`src/rtl/pcs_pkg.sv`:
```
// Shared 64b/66b PCS definitions: sync-header codes, the block-lock state type
// and the header classification helper.
package pcs_pkg;

   localparam logic [1:0] SYNC_HDR_DATA = 2'b01;
   localparam logic [1:0] SYNC_HDR_CTRL = 2'b10;

   typedef enum logic [1:0] {
      RESET_CNT,
      TEST_SH,
      SLIP,
      SLIP_HOLD
   } lock_state_t;

   function automatic logic sh_is_valid(input logic [1:0] hdr);
      return (hdr == SYNC_HDR_DATA) || (hdr == SYNC_HDR_CTRL);
   endfunction

endpackage

```
`src/rtl/block_lock_fsm_if.sv`:
```
// Gearbox-to-lock-controller bundle. The master drives headers and the error
// clear; the slave (lock controller) returns slip, lock, error count and state.
interface block_lock_fsm_if #(
   parameter int HDR_WIDTH     = 2,
   parameter int ERR_CNT_WIDTH = 16
);
   // Handshake: i_sync_hdr is consumed only on cycles with i_hdr_valid=1; there is
   // no back-pressure, so every strobed header is taken in the cycle it is offered.
   logic [HDR_WIDTH-1:0]     i_sync_hdr;
   logic                     i_hdr_valid;
   logic                     i_err_cnt_clr;
   logic                     o_slip;
   logic                     o_block_lock;
   logic [ERR_CNT_WIDTH-1:0] o_hdr_err_cnt;
   pcs_pkg::lock_state_t     o_state;

   modport master (
      output i_sync_hdr, i_hdr_valid, i_err_cnt_clr,
      input  o_slip, o_block_lock, o_hdr_err_cnt, o_state
   );

   modport slave (
      input  i_sync_hdr, i_hdr_valid, i_err_cnt_clr,
      output o_slip, o_block_lock, o_hdr_err_cnt, o_state
   );

endinterface

```
`src/rtl/sat_counter.sv`:
```
// Saturating up-counter with synchronous clear; clear has priority over increment.
module sat_counter #(
   parameter int WIDTH = 16
) (
   input  logic             i_clk,
   input  logic             i_reset,
   input  logic             i_inc,
   input  logic             i_clr,
   output logic [WIDTH-1:0] o_cnt
);

   logic [WIDTH-1:0] cnt_q, cnt_d;

   always_comb begin
      cnt_d = cnt_q;
      if (i_clr) begin
         cnt_d = '0;
      end else if (i_inc && (cnt_q != {WIDTH{1'b1}})) begin
         cnt_d = cnt_q + WIDTH'(1);
      end
   end

   always_ff @(posedge i_clk or posedge i_reset) begin
      if (i_reset) begin
         cnt_q <= '0;
      end else begin
         cnt_q <= cnt_d;
      end
   end

   assign o_cnt = cnt_q;

endmodule

```
`src/rtl/block_lock_fsm.sv`:
```
// 64b/66b block-lock controller: slips the gearbox until sync headers line up,
// then holds lock until too many invalid headers land in one test window.
module block_lock_fsm
   import pcs_pkg::*;
#(
   parameter int HDR_WIDTH     = 2,
   parameter int SH_WINDOW     = 64,
   parameter int INVALID_MAX   = 16,
   parameter int SLIP_WAIT     = 4,
   parameter int ERR_CNT_WIDTH = 16
) (
   input logic            i_clk,
   input logic            i_reset,
   block_lock_fsm_if.slave bus
);

   localparam int SH_CNT_W  = $clog2(SH_WINDOW) + 1;
   localparam int INV_CNT_W = $clog2(INVALID_MAX + 1);
   localparam int WAIT_W    = (SLIP_WAIT > 0) ? $clog2(SLIP_WAIT + 1) : 1;

   lock_state_t          state_q, state_d;
   logic [SH_CNT_W-1:0]  sh_cnt_q, sh_cnt_d, sh_cnt_inc;
   logic [INV_CNT_W-1:0] inv_cnt_q, inv_cnt_d, inv_cnt_inc;
   logic [WAIT_W-1:0]    wait_cnt_q, wait_cnt_d;
   logic                 lock_q, lock_d;
   logic                 slip_q, slip_d;
   logic                 err_inc;
   logic [HDR_WIDTH-1:0] hdr;
   logic                 hdr_ok;

   assign hdr         = bus.i_sync_hdr;
   assign hdr_ok      = sh_is_valid(hdr);
   assign sh_cnt_inc  = sh_cnt_q + SH_CNT_W'(1);
   assign inv_cnt_inc = inv_cnt_q + INV_CNT_W'(!hdr_ok);

   always_comb begin
      state_d    = state_q;
      sh_cnt_d   = sh_cnt_q;
      inv_cnt_d  = inv_cnt_q;
      wait_cnt_d = wait_cnt_q;
      lock_d     = lock_q;
      err_inc    = 1'b0;
      case (state_q)
         RESET_CNT: begin
            sh_cnt_d  = '0;
            inv_cnt_d = '0;
            state_d   = TEST_SH;
         end
         TEST_SH: begin
            if (bus.i_hdr_valid) begin
               sh_cnt_d  = sh_cnt_inc;
               inv_cnt_d = inv_cnt_inc;
               err_inc   = lock_q && !hdr_ok;
               // Loss of lock is checked before window completion so it wins on the last header.
               if (!lock_q && !hdr_ok) begin
                  state_d = SLIP;
               end else if (lock_q && (inv_cnt_inc == INV_CNT_W'(INVALID_MAX))) begin
                  lock_d  = 1'b0;
                  state_d = SLIP;
               end else if (sh_cnt_inc == SH_CNT_W'(SH_WINDOW)) begin
                  lock_d  = 1'b1;
                  state_d = RESET_CNT;
               end
            end
         end
         SLIP: begin
            wait_cnt_d = '0;
            state_d    = SLIP_HOLD;
         end
         SLIP_HOLD: begin
            if (SLIP_WAIT == 0) begin
               state_d = RESET_CNT;
            end else if (bus.i_hdr_valid) begin
               wait_cnt_d = wait_cnt_q + WAIT_W'(1);
               if (wait_cnt_d == WAIT_W'(SLIP_WAIT)) begin
                  state_d = RESET_CNT;
               end
            end
         end
         default: state_d = RESET_CNT;
      endcase
      slip_d = (state_d == SLIP);
   end

   always_ff @(posedge i_clk or posedge i_reset) begin
      if (i_reset) begin
         state_q    <= RESET_CNT;
         sh_cnt_q   <= '0;
         inv_cnt_q  <= '0;
         wait_cnt_q <= '0;
         lock_q     <= 1'b0;
         slip_q     <= 1'b0;
      end else begin
         state_q    <= state_d;
         sh_cnt_q   <= sh_cnt_d;
         inv_cnt_q  <= inv_cnt_d;
         wait_cnt_q <= wait_cnt_d;
         lock_q     <= lock_d;
         slip_q     <= slip_d;
      end
   end

   sat_counter #(
      .WIDTH(ERR_CNT_WIDTH)
   ) u_err_cnt (
      .i_clk   (i_clk),
      .i_reset (i_reset),
      .i_inc   (err_inc),
      .i_clr   (bus.i_err_cnt_clr),
      .o_cnt   (bus.o_hdr_err_cnt)
   );

   assign bus.o_slip       = slip_q;
   assign bus.o_block_lock = lock_q;
   assign bus.o_state      = state_q;

endmodule
```
`src/flat_wrapper.sv`:
```
// flat-port wrapper written by rule: the top's interface ports become plain ports
module block_lock_fsm_flat import pcs_pkg::*;
#(
   parameter int HDR_WIDTH     = 2,
   parameter int SH_WINDOW     = 64,
   parameter int INVALID_MAX   = 16,
   parameter int SLIP_WAIT     = 4,
   parameter int ERR_CNT_WIDTH = 16
)
  (i_clk, i_reset, bus_i_sync_hdr, bus_i_hdr_valid, bus_i_err_cnt_clr, bus_o_slip, bus_o_block_lock, bus_o_hdr_err_cnt, bus_o_state);
  block_lock_fsm_if #(.HDR_WIDTH(HDR_WIDTH), .ERR_CNT_WIDTH(ERR_CNT_WIDTH)) bus_i ();
  input logic i_clk;
  input logic i_reset;
  input wire logic [$bits(bus_i.i_sync_hdr)-1:0] bus_i_sync_hdr;
  input wire logic [$bits(bus_i.i_hdr_valid)-1:0] bus_i_hdr_valid;
  input wire logic [$bits(bus_i.i_err_cnt_clr)-1:0] bus_i_err_cnt_clr;
  output wire logic [$bits(bus_i.o_slip)-1:0] bus_o_slip;
  output wire logic [$bits(bus_i.o_block_lock)-1:0] bus_o_block_lock;
  output wire logic [$bits(bus_i.o_hdr_err_cnt)-1:0] bus_o_hdr_err_cnt;
  output wire logic [$bits(bus_i.o_state)-1:0] bus_o_state;
  assign bus_i.i_sync_hdr = bus_i_sync_hdr;
  assign bus_i.i_hdr_valid = bus_i_hdr_valid;
  assign bus_i.i_err_cnt_clr = bus_i_err_cnt_clr;
  assign bus_o_slip = bus_i.o_slip;
  assign bus_o_block_lock = bus_i.o_block_lock;
  assign bus_o_hdr_err_cnt = bus_i.o_hdr_err_cnt;
  assign bus_o_state = bus_i.o_state;
  block_lock_fsm #(.HDR_WIDTH(HDR_WIDTH), .SH_WINDOW(SH_WINDOW), .INVALID_MAX(INVALID_MAX), .SLIP_WAIT(SLIP_WAIT), .ERR_CNT_WIDTH(ERR_CNT_WIDTH)) u_core (.i_clk(i_clk), .i_reset(i_reset), .bus(bus_i));
endmodule
```
`config.mk`:
```
export PLATFORM = sky130hd
export DESIGN_NAME = block_lock_fsm_flat
export DESIGN_NICKNAME = d
export VERILOG_FILES = /design/src/rtl/pcs_pkg.sv /design/src/rtl/block_lock_fsm_if.sv /design/src/rtl/sat_counter.sv /design/src/rtl/block_lock_fsm.sv /design/src/flat_wrapper.sv
export SDC_FILE = /design/constraint.sdc
export NUM_CORES = 1
export LEC_CHECK = 0
export CAP_MARGIN = 20
export CORE_MARGIN = 5
export CORE_UTILIZATION = 35
export CTS_BUF_LIST = sky130_fd_sc_hd__clkbuf_2
export CTS_CLUSTER_DIAMETER = 50
export DETAILED_ROUTE_END_ITERATION = 16
export PLACE_DENSITY = 0.53
export SLEW_MARGIN = 5
export SYNTH_ARGS = -nofsm -noshare
export SYNTH_HDL_FRONTEND = slang
export SYNTH_SLANG_ARGS = --single-unit
export TNS_END_PERCENT = 5
```
`constraint.sdc`:
```
create_clock -name i_clk -period 2.4 [get_ports i_clk]
set_input_delay 0.6 -clock i_clk [delete_from_list [all_inputs] [get_ports i_clk]]
set_output_delay 0.6 -clock i_clk [all_outputs]
set_load 0.01 [all_outputs]
```
# Yosys cells after proc, flatten, opt, wreduce, memory -nomap -nowiden
# Cells that the tools add are included.
[classes] add_sub_neg=4 n_eq_ne=12 muxes=19 n_bitwise=1 n_reduce_logical=15
[op_table] cell="$mux W16" n=2
[op_table] cell="$add A16 B1 Y16 const B" n=1
[op_table] cell="$ne A16 B16 Y1 const B" n=1
[op_table] cell="$pmux W7 S2" n=1
[op_table] cell="$mux W2" n=6
[op_table] cell="$pmux W5 S2" n=1
[op_table] cell="$eq A2 B2 Y1 const B" n=4
[op_table] cell="$pmux W2 S4" n=1
[op_table] cell="$reduce_bool A2 Y1" n=4
[op_table] cell="$add A7 B1 Y7 const B" n=1
[op_table] cell="$eq A7 B7 Y1 const B" n=1
[op_table] cell="$mux W7" n=1
[op_table] cell="$pmux W3 S2" n=1
[op_table] cell="$add A5 B1 Y5" n=1
[op_table] cell="$eq A5 B5 Y1 const B" n=1
[op_table] cell="$mux W5" n=1
[op_table] cell="$eq A2 B1 Y1 const B" n=2
[op_table] cell="$logic_and A1 B1 Y1" n=4
[op_table] cell="$mux W1" n=4
[op_table] cell="$ne A2 B2 Y1 const B" n=2
[op_table] cell="$reduce_and A2 Y1" n=2
[op_table] cell="$reduce_and A4 Y1" n=1
[op_table] cell="$add A3 B1 Y3 const B" n=1
[op_table] cell="$eq A3 B3 Y1 const B" n=1
[op_table] cell="5 further kinds" n=6
[word_totals] reg_bits=35 inputBits=6 output_inout_bits=20 elab_cells=58

# Depth between registers and ports, before layout
[depth] ltp_word=11 ltp_mapped=7 mapped_depth_nobuf=7

# Hierarchy
# A second synthesis with hierarchy kept.
[hier_totals] hier_cells=206 hier_area_um2=1993.2
[modules_own_cells] mod="block_lock_fsm" n_inst=1 cells_per_inst=105 area_each_um2=1061.0 seq_area_each_um2=475.5
[modules_own_cells] mod="sat_counter" n_inst=1 cells_per_inst=101 area_each_um2=932.1 seq_area_each_um2=400.4

# Least setup slack after synthesis
# No wires, ideal clock.
[synth_path] path_kind="input -> register" start="input port bus_i_sync_hdr[0]" end="register u_core.state_q[0] (netlist: u_core.bus.o_state[0])" setup_ns=0.126 arrival_ns=2.426 t_required_ns=2.274 slack_ns=-0.152 cell_stages=7 path_buffers=0 path_cell_list="xnor2_4 > ha_1 > ha_1 > or3b_2 > o2bb2ai_1 > o21ba_2 > a311o_1"
[synth_between] elab_chain_cells=10 elab_cells_between_ends=12 classes_between="add/sub (1); eq/ne (3); mux (4); reduce/logical (4)"
[synth_lines] item="from (decl)" line="flat_wrapper.sv:14" source="input wire logic [$bits(bus_i.i_sync_hdr)-1:0] bus_i_sync_hdr;"
[synth_lines] item="$eq A2 B1 Y1 or $eq A2 B2 Y1 (tied branches)" line="pcs_pkg.sv:16" source="return (hdr == SYNC_HDR_DATA) || (hdr == SYNC_HDR_CTRL);"
[synth_lines] item="$logic_or A1 B1 Y1 (*)" line="pcs_pkg.sv:16"
[synth_lines] item="$logic_not A1 Y1 (*)" line="block_lock_fsm.sv:34, block_lock_fsm.sv:55"
[synth_lines] item="$add A5 B1 Y5" line="block_lock_fsm.sv:34" source="assign inv_cnt_inc = inv_cnt_q + INV_CNT_W'(!hdr_ok);"
[synth_lines] item="$eq A5 B5 Y1" line="block_lock_fsm.sv:57" source="end else if (lock_q && (inv_cnt_inc == INV_CNT_W'(INVALID_MAX))) begin"
[synth_lines] item="$logic_and A1 B1 Y1" line="block_lock_fsm.sv:57"
[synth_lines] item="$mux W2" line="block_lock_fsm.sv:57"
[synth_lines] item="$mux W2 (*)" line="block_lock_fsm.sv:55" source="if (!lock_q && !hdr_ok) begin"
[synth_lines] item="$mux W2 (*)" line="block_lock_fsm.sv:50" source="if (bus.i_hdr_valid) begin"
[synth_lines] item="$pmux W2 S4 (*)" line="block_lock_fsm.sv:43" source="case (state_q)"
[synth_lines] item="named net u_core.state_d[0]" line="block_lock_fsm.sv:21" source="lock_state_t state_q, state_d;"
[synth_lines] item="to (signal assigned)" line="block_lock_fsm.sv:94" source="state_q <= state_d;"
[synth_lines] item="to (decl)" line="block_lock_fsm.sv:21"
# Mark *: on every way through the listed nets, which the timed path passes. The rest lies on a longest branch.
# A chain may end at the register's enable or synchronous reset.

# Final worst setup path
[layout_path] start="input port bus_i_sync_hdr[1]" end="register u_core.state_q[0] (netlist: u_core.bus.o_state[0])"
# Same word-level chain as after synthesis.

==> results.py <==
metrics = {
    "layout": {
        "nNetsFinal": 266,
        "area_delta_synth_final_pct": 25.23,
        "final_layout_size_suffix_gt1_share_pct": 15.69,
        "diodes": 0,
    },
    "critical_path": {
        "arrival_ns": 2.50,
        "r2r-end": "u_core.u_err_cnt.o_cnt[5]",
        "rrSetupSlack_ns": 0.40,
        "cp_max_fo": 3,
        "endpoint_kind": "register",
        "rr_startpoint": "u_core.u_err_cnt.o_cnt[0]",
        "start_kind": "input pin",
        "required_ns": 2.70,
        "critPathKind": "in -> reg",
        "reg2regPathDepth": 5,
    },
    "logic_synthesis": {
        "synth_area_per_cell_sq_um": 9.480,
        "synth_ff_type": "dfrtp_1",
        "yosys_warnings": 0,
        "yosysUniqueCellTypes": 48,
        "synth_area_leaders": "dfrtp_1, o21ai_0, nand2_1",
        "yosysTopAreaCell": "dfrtp_1",
        "ys_seq_area_share_pct": 42.97,
        "async_flop_share_pct": 100.0,
        "synth-seq-cells": 35,
        "synth-edff-count": 0,
        "synth_top_area_share_pct": 42.97,
        "syn_area_sq_mm": 0.002038,
        "synth_nets": 227,
        "syn_inst": 215,
    },
    "power": {
        "p_leak_nw": 1.045,
        "peakVddDrop_mv": 0.2293,
        "pwr_density_cell_mw_per_mm2": 586.7,
    },
    "floorplanning": {
        "die_area_sq_mm": 0.007449,
        "start_util_pct": 36.57,
        "std_cell_rows": 27,
        "core-area_sq_mm": 0.005574,
        "pin_count": 26,
        "fp.dieW_um": 86.31,
        "fp.dieH_um": 86.31,
    },
    "timing": {
        "timing.hold.ws_ns": 0.5484,
        "worst_slack_ns": 0.2005,
        "final.min_clock_period_ns": 2.199,
        "slew_headroom_pct": 64.20,
        "worst_pin_slew_ns": 0.5325,
        "clock_skew_ns": 0.02262,
        "hold_viol": 0,
        "post-route-period-util_pct": 91.65,
        "setup_violations": 0,
        "drv_slew": 0,
        "max_freq_ghz": 0.4547,
        "rsz0062_at_grt": "no",
    },
    "min_path": {
        "hp-class": "reg -> reg",
        "hold_depth": 2,
        "worstHoldStart": "u_core.sh_cnt_q[6]",
        "hold_end": "u_core.sh_cnt_q[6]",
    },
    "routing": {
        "drc": 0,
        "routed_wl_mm": 4.630,
        "via_per_inst": 5.235,
        "initialDrtViolationCount": 126,
        "antenna_left": 0,
        "vias": 1712,
        "wire_per_inst_um": 14.16,
        "drtPass1Iterations": 4,
    },
    "clock_network": {
        "cts_buffer_depth": 2,
        "clk_pin_slew_ns": 0.21,
        "clock-sinks": 35,
        "numCtsBuffers": 5,
        "cts_max_level": 2,
        "clock_latency_ns": 0.38,
        "hold_buffers": 0,
        "cts_tree": "done",
        "root_buffer": "clkbuf_2",
    },
    "global_route": {
        "grt_overflow": 0,
        "grt_pass1_wl_mm": 8.038,
        "grt_pass1_vias": 1668,
        "grt_max_degree": 36,
        "grt_util_all_layers_pct": 13.56,
        "antenna_found_initial": 0,
    },
    "placed_design": {
        "place_ws_ns": -0.4862,
        "hpwlAfterDp_mm": 3.333,
        "place.gp.congestion": 0.7723,
        "port_buffers": 25,
    },
    "run": {
        "drv_cap": 0,
    },
    "outcome": {
        "status": "completed",
    },
}
worst max-delay path, cell delays in order:
cell and delay, ns:
dlygate4sd2_1 0.28, xnor2_4 0.17, ha_4 0.18, ha_4 0.15, or4b_1 0.48, o2bb2ai_1 0.16
o21ba_4 0.17, a311o_1 0.30
what timing repair did:
action	CTS	global route
gates cloned	0	0
buffers inserted	0	0
setup endpoints to repair	1	1
gates resized for setup	1	1
how the worst max path moves through the flow:
stage | slack [ns] | startpoint | to
after floorplan | -0.003 | bus_i_sync_hdr[1] | u_core.bus.o_state[0]
after global placement | -0.42 | bus_i_sync_hdr[1] | u_core.bus.o_state[0]
after detailed placement | -0.49 | bus_i_sync_hdr[1] | u_core.bus.o_state[0]
after CTS | 0.02 | bus_i_sync_hdr[0] | u_core.bus.o_state[0]
after global routing | 0.16 | u_core.bus.o_state[1] | bus_o_state[1]
final | 0.20 | bus_i_sync_hdr[1] | u_core.bus.o_state[0]
cells in the mapped netlist, drive strengths merged, types with 2 or more instances:
cell type,count
o31ai,4
or4,5
nand4,8
nand2b,2
ha,6
o21ai,24
or3,3
and4,2
nor4,2
nor2b,7
and4b,2
a22o,3
xor2,3
and3,3
nor2,14
mux2,6
clkbuf,5
or4b,2
a21oi,13
nand3,11
a211oi,4
a31oi,2
nand2,22
dfrtp,35
nand3b,2
inv,8
and2,2
metal layers:
layer	up-vias	global-route usage (%)	part of all wire [%]
li1	889	-	-
met1	794	19.67	53
met2	25	19.69	42
met3	4	3.137	3.9
met4	0	4.674	0.82
met5	-	0	0
where the power goes:
part           switching [W]  internal, W  total, W
registers          0.0000926     0.000662  0.000755
logic               0.000177     0.000178  0.000356
clock network       0.000215     0.000172  0.000387
final cells by class:
| cell class | count | area [sq um] |
|---|---|---|
| Clock buffer | 5 | 25.02 |
| Clock inverter | 3 | 38.79 |
| Fill cell | 558 | 3022 |
| Inverter | 8 | 30.03 |
| Multi-Input combinational cell | 167 | 1151 |
| Sequential cell | 35 | 875.8 |
| Tap cell | 72 | 90.09 |
| Timing Repair Buffer | 37 | 341.6 |
metrics by stage:
step	TNS (ns)	util, %	instance area, sq um	power [W]	cells
after floorplan	-0.002890	-	2076	0.0009872	215
after global placement	-1.123	44.62	2487	0.001120	319
after detailed placement	-1.427	44.62	2487	0.001125	319
after CTS	0	45.75	2550	0.001517	327
after global routing	0	45.79	2552	0.001609	327
final	0	45.79	2552	0.001497	327
state kept, by name, summed over array words and instances (netlist names):
name	flops
u_core.u_err_cnt.o_cnt	16
u_core.sh_cnt_q	7
u_core.inv_cnt_q	5
u_core.wait_cnt_q	3
u_core.bus.o_state	2
u_core.bus.o_block_lock	1
u_core.bus.o_slip	1
placed cells by master (no fill, tap or decap), types with 3 or more instances in the layout:
cell type / n
a211oi_1: 4
a22o_1: 3
a21oi_1: 13
or4_1: 4
buf_4: 12
dfrtp_1: 35
nand2_1: 22
xor2_1: 3
mux2_2: 6
ha_1: 4
clkdlybuf4s50_1: 23
o31ai_1: 4
nor2_1: 14
nand3_1: 11
o21ai_0: 24
clkbuf_2: 5
nand4_1: 6
and3_1: 3
nor2b_1: 7
inv_1: 8
cell families after synthesis:
family | share of synthesized area (%)
flip-flops | 42.97
AND/OR/NAND/NOR | 25.54
adder cells (fa/ha/maj) | 3.683
multiplexers | 3.806
buffers and inverters | 2.394
AO/OA/AOI/OAI | 18.97
XOR/XNOR | 2.640
Power figures use the tool's default switching activity.
